File: src/rtl/cordic_pkg.sv
// Shared Q-format constants and the arctangent table for the CORDIC angle-prep block and engine.
package cordic_pkg;

    localparam int DEF_DATA_WIDTH = 18;
    localparam int DEF_FRAC_BITS  = 14;
    localparam int ATAN_STEPS     = 16;

    // Reference values held in Q.16 and rounded down to the requested fraction width.
    localparam longint PI_Q16     = 64'sd205887;
    localparam longint K_GAIN_Q16 = 64'sd39797;

    function automatic longint q_scale(input longint q16, input int frac);
        return ((q16 <<< frac) + 64'sd32768) >>> 16;
    endfunction

    function automatic longint q_pi(input int frac);
        return q_scale(PI_Q16, frac);
    endfunction

    function automatic longint q_half_pi(input int frac);
        return q_pi(frac) / 2;
    endfunction

    function automatic longint q_two_pi(input int frac);
        return q_pi(frac) * 2;
    endfunction

    function automatic longint q_k_gain(input int frac);
        return q_scale(K_GAIN_Q16, frac);
    endfunction

    // atan(2^-i) in Q3.14.
    function automatic int atan_q14(input int i);
        case (i)
            0:       return 12868;
            1:       return 7596;
            2:       return 4014;
            3:       return 2037;
            4:       return 1023;
            5:       return 512;
            6:       return 256;
            7:       return 128;
            8:       return 64;
            9:       return 32;
            10:      return 16;
            11:      return 8;
            12:      return 4;
            13:      return 2;
            14:      return 1;
            default: return 0;
        endcase
    endfunction

endpackage

File: src/rtl/cordic_credit_ctr.sv
// Credit counter: gates acceptance on free downstream slots, flags returns beyond capacity.
// Zero latency from credits to ready; credit_err is a registered one-cycle pulse.
module cordic_credit_ctr #(
    parameter int MAX_CREDITS = 16,
    parameter int CREDIT_W    = $clog2(MAX_CREDITS + 1)
) (
    input  logic                clk,
    input  logic                rst_n,
    input  logic                valid_in,
    input  logic                credit_return,
    output logic                ready,
    output logic                accept,
    output logic [CREDIT_W-1:0] credits,
    output logic                credit_err
);

    logic full;

    assign ready  = (credits != '0);
    assign accept = valid_in & ready;
    assign full   = (credits == CREDIT_W'(MAX_CREDITS));

    always_ff @(posedge clk or negedge rst_n) begin
        if (!rst_n) begin
            credits    <= CREDIT_W'(MAX_CREDITS);
            credit_err <= 1'b0;
        end else begin
            // A simultaneous accept and return cancel out.
            if (accept && !credit_return)
                credits <= credits - CREDIT_W'(1);
            else if (credit_return && !accept && !full)
                credits <= credits + CREDIT_W'(1);
            credit_err <= credit_return & ~accept & full;
        end
    end

endmodule

File: src/rtl/cordic_angle_prep.sv
// Range-reduces a Q3.14 angle (2*pi wrap, pi/2 fold) and emits K-scaled CORDIC start vectors.
// Two-cycle latency, one sample per cycle; issue throttled by downstream credits, no stall.
module cordic_angle_prep
    import cordic_pkg::*;
#(
    parameter int DATA_WIDTH  = DEF_DATA_WIDTH,
    parameter int FRAC_BITS   = DEF_FRAC_BITS,
    parameter int MAX_CREDITS = 16,
    localparam int CREDIT_W   = $clog2(MAX_CREDITS + 1)
) (
    input  logic                  i_clk,
    input  logic                  i_rst_n,
    input  logic [DATA_WIDTH-1:0] in_theta,
    input  logic                  i_valid_in,
    output logic                  o_ready,
    input  logic                  i_credit_return,
    output logic [DATA_WIDTH-1:0] out_x,
    output logic [DATA_WIDTH-1:0] out_y,
    output logic [DATA_WIDTH-1:0] out_alpha,
    output logic                  o_valid_out,
    output logic [CREDIT_W-1:0]   o_credits,
    output logic                  o_credit_err
);

    localparam logic signed [DATA_WIDTH:0]   PI_W      = (DATA_WIDTH+1)'(q_pi(FRAC_BITS));
    localparam logic signed [DATA_WIDTH:0]   TWO_PI_W  = (DATA_WIDTH+1)'(q_two_pi(FRAC_BITS));
    localparam logic signed [DATA_WIDTH-1:0] HALF_PI_D = DATA_WIDTH'(q_half_pi(FRAC_BITS));
    localparam logic signed [DATA_WIDTH-1:0] K_GAIN_D  = DATA_WIDTH'(q_k_gain(FRAC_BITS));

    logic                         accept;
    logic signed [DATA_WIDTH:0]   theta_ext;
    logic signed [DATA_WIDTH:0]   wrapped;
    logic                         s1_vld;
    logic signed [DATA_WIDTH-1:0] s1_w;
    logic signed [DATA_WIDTH-1:0] fold_x, fold_y, fold_alpha;

    cordic_credit_ctr #(
        .MAX_CREDITS (MAX_CREDITS),
        .CREDIT_W    (CREDIT_W)
    ) u_credit (
        .clk           (i_clk),
        .rst_n         (i_rst_n),
        .valid_in      (i_valid_in),
        .credit_return (i_credit_return),
        .ready         (o_ready),
        .accept        (accept),
        .credits       (o_credits),
        .credit_err    (o_credit_err)
    );

    // One wrap step covers the whole input range since |theta| < 3*pi.
    always_comb begin
        theta_ext = $signed({in_theta[DATA_WIDTH-1], in_theta});
        wrapped   = theta_ext;
        if (theta_ext > PI_W)
            wrapped = theta_ext - TWO_PI_W;
        else if (theta_ext < -PI_W)
            wrapped = theta_ext + TWO_PI_W;
    end

    always_comb begin
        fold_x     = K_GAIN_D;
        fold_y     = '0;
        fold_alpha = s1_w;
        if (s1_w > HALF_PI_D) begin
            fold_x     = '0;
            fold_y     = K_GAIN_D;
            fold_alpha = s1_w - HALF_PI_D;
        end else if (s1_w < -HALF_PI_D) begin
            fold_x     = '0;
            fold_y     = -K_GAIN_D;
            fold_alpha = s1_w + HALF_PI_D;
        end
    end

    always_ff @(posedge i_clk or negedge i_rst_n) begin
        if (!i_rst_n) begin
            s1_vld      <= 1'b0;
            s1_w        <= '0;
            o_valid_out <= 1'b0;
            out_x       <= '0;
            out_y       <= '0;
            out_alpha   <= '0;
        end else begin
            s1_vld      <= accept;
            o_valid_out <= s1_vld;
            if (accept)
                s1_w <= wrapped[DATA_WIDTH-1:0];
            if (s1_vld) begin
                out_x     <= fold_x;
                out_y     <= fold_y;
                out_alpha <= fold_alpha;
            end
        end
    end

endmodule

File: config.mk
export PLATFORM = sky130hd
export DESIGN_NAME = cordic_angle_prep
export DESIGN_NICKNAME = d
export VERILOG_FILES = /design/src/rtl/cordic_pkg.sv /design/src/rtl/cordic_credit_ctr.sv /design/src/rtl/cordic_angle_prep.sv
export SDC_FILE = /design/constraint.sdc
export NUM_CORES = 1
export LEC_CHECK = 0
export ABC_AREA = 1
export CORE_ASPECT_RATIO = 1.25
export CORE_MARGIN = 8
export CORE_UTILIZATION = 51
export CTS_CLUSTER_SIZE = 28
export DETAILED_ROUTE_END_ITERATION = 10
export GPL_TIMING_DRIVEN = 0
export PLACE_DENSITY = 0.78
export SLEW_MARGIN = 15
export SYNTH_ARGS = -nofsm -noshare
export SYNTH_HDL_FRONTEND = slang
export SYNTH_SLANG_ARGS = --single-unit
File: constraint.sdc
create_clock -name i_clk -period 3.87 [get_ports i_clk]
set_input_delay 0.774 -clock i_clk [delete_from_list [all_inputs] [get_ports i_clk]]
set_output_delay 0.774 -clock i_clk [all_outputs]
set_load 0.03 [all_outputs]
==> metrics.cfg <==
[timing]
fin_hold_ws_ns = 0.407
drv_slew = 0
skew_ns = 0.00919
fmax_mhz = 379
final.setup.tns_ns = 0
worstMarginPinSlew_ns = 0.541
slew-limit-headroom_pct = 63.5
rsz0062_at_grt = no
finalCritPeriodShare_pct = 68.2
finalHoldViolations = 0
post-route-min-period_ns = 2.64
setup_viol_count_final = 0

[logic_synthesis]
synth-seq-cells = 48
ys_async_sr_fraction_pct = 100
synth_seq_area_share_pct = 26.7
synthFlopType = dfrtp_1
synth_cell_types = 41
synth.avg_cell_area_um2 = 6.24
synth_warnings = 0
netlist_instances = 723
netlist_area_um2 = 4510
synth-edff-count = 0

[cts]
path_clk_slew_ns = 0.09
hold_buffers = 0
cts_num_sinks = 48
cts_buffers = 5
clockBufferDepth = 2
cts_root_buf = clkbuf_8
post_cts_buffers = 0
clk_latency_ns = 0.31
cts_max_level = 2
post_cts_resized = 0
cts_tree = built

[grt]
grt_max_degree = 31
grt_pass1_wl_um = 20700
grt_overflow = 0
antenna_found_initial = 0
grt_pass1_vias = 4422
track_usage_pct = 21.0

[worst_setup_path]
critPathLaunchType = flop
path_max_fanout = 5
path_class = reg -> out
critPathArrivalTime_ns = 1.86
required_ns = 3.10
endpoint_kind = output pin

[run_status]
status = finished, final reports clean

[die]
dieWidth_um = 100
die_h_um = 121
io_pins = 84
core_area_um2 = 8650
rows = 38
initial_utilization_pct = 52.1
dieArea_um2 = 12100

[route]
firstDrtPassIters = 5
drcViolationCount = 0
num_vias = 4576
avgRoutedWirePerCell_um = 13.5
detail-route-antenna-nets = 0
first_iter_violations = 166
wirelength_um = 12500
routed_via_density = 4.94

[final_layout]
diodes = 0
final_cell_mix = nand2_1, nand3_1, nor2_1, clkdlybuf4s50_1, inv_1
area_delta_synth_final_pct = 21.1
final_common_cell = nand2_1
nets = 837
drive_above_1_share_pct = 14.4

[placed_design]
portBuffers = 67
place.gp.congestion = 0.910
dp_hpwl_um = 10400

[pwr]
p_leak_nw = 2.87
vdd_drop_max_mv = 0.273
power.density_nw_per_um2 = 539

[job]
cap_violations = 0

[worst_hold_path]
hold_class = in -> async

-- cells in the mapped netlist (2+ instances only) --
cell	n	share of area [%]
ha_1	8	2.2
o21ai_0	13	1.4
dfrtp_1	47	26
nor2_2	6	0.83
buf_2	14	1.6
nand2_4	3	0.75
xnor2_1	3	0.58
nor2_4	3	0.75
nor2_1	71	5.9
a21oi_1	16	1.8
nor3_1	2	0.22
clkinv_1	2	0.17
a21oi_2	4	0.78
buf_6	3	0.75
nand3b_1	2	0.33
inv_2	13	1.1
nand2_2	13	1.8
nand3_1	75	8.3
clkbuf_1	4	0.33
o211ai_1	3	0.50
o21ai_1	11	1.2
inv_1	59	4.9
buf_4	38	6.3
nand2_1	264	22
nand3_2	3	0.67
xor2_1	19	3.7
nand4_1	10	1.4
-- critical path, cell delays in order, from the launching register on --
cell and delay [ns]:
dfrtp_1 0.45, nor4_2 0.38, nand2_1 0.11, clkdlybuf4s50_1 0.62
-- final cells by class --
type,instances,area [um^2]
plain buffers,59,404
clock buffers,6,72.6
clock inverters,2,12.5
fillers,869,3190
inverters,74,278
multi-input cells,550,2660
flip-flops and latches,48,1200
well taps,120,150
repair buffers,68,686
-- through the flow --
| stage | utilization [%] | instances | total power, mW | instance area, um^2 | setup WS [ns] |
|---|---|---|---|---|---|
| 4_1_cts | 63.1 | 927 | 2.97 | 5460 | 1.22 |
| 2_1_floorplan | - | 731 | 2.04 | 4540 | 1.34 |
| 3_3_place_gp | 62.0 | 918 | 2.63 | 5360 | 0.703 |
| 5_1_grt | 63.1 | 927 | 3.17 | 5460 | 1.07 |
| 3_5_place_dp | 62.1 | 919 | 2.67 | 5380 | 0.967 |
| 6_report | 63.1 | 927 | 2.94 | 5460 | 1.23 |
-- registers in the layout, summed over array words and instances, names as in the netlist --
signal,cells
out_alpha,18
s1_w,18
u_credit.credits,5
out_y,3
o_valid_out,1
out_x,1
s1_vld,1
u_credit.credit_err,1
-- kinds of logic after synthesis --
family                     synth area share [%]
adders and majority gates                  2.66
and+or+nand+nor                            44.7
other                                    0.0831
AOI/OAI and AO/OA                          6.54
xor gates and xnor gates                   4.27
buffers and inverters                      15.1
DFF                                        26.7
-- power by group --
part / switching [mW] / total [mW] / internal (mW)
registers: 0.145 / 0.802 / 0.658
logic: 1.10 / 1.84 / 0.744
clock network: 0.170 / 0.296 / 0.126
-- layer usage --
layer	vias up	wire length [um]	part of all wire (%)	track usage, %
li1	2385	-	-	-
met1	2038	5040	40	22.3
met2	120	6400	51	38.7
met3	33	462	3.7	2.81
met4	0	572	4.6	12.0
met5	-	0	0	0
-- path summary, 6_finish.rpt --
| kind | startpoint | endpoint | slack [ns] | depth (start not counted) |
|---|---|---|---|---|
| min reg2reg | out_alpha[2] | out_alpha[2] | 0.48 | 2 |
| min | i_rst_n | out_y[13] | 0.41 | 1 |
| max in group asynchronous | i_rst_n | u_credit.credits[4] | 2.89 | 2 |
| max reg2reg | u_credit.credits[1] | u_credit.credits[4] | 1.39 | 14 |
| min in group i_clk | out_alpha[2] | out_alpha[2] | 0.48 | 2 |
| max | u_credit.credits[1] | o_ready | 1.23 | 3 |
No activity file was read; power rests on OpenSTA's default activity.
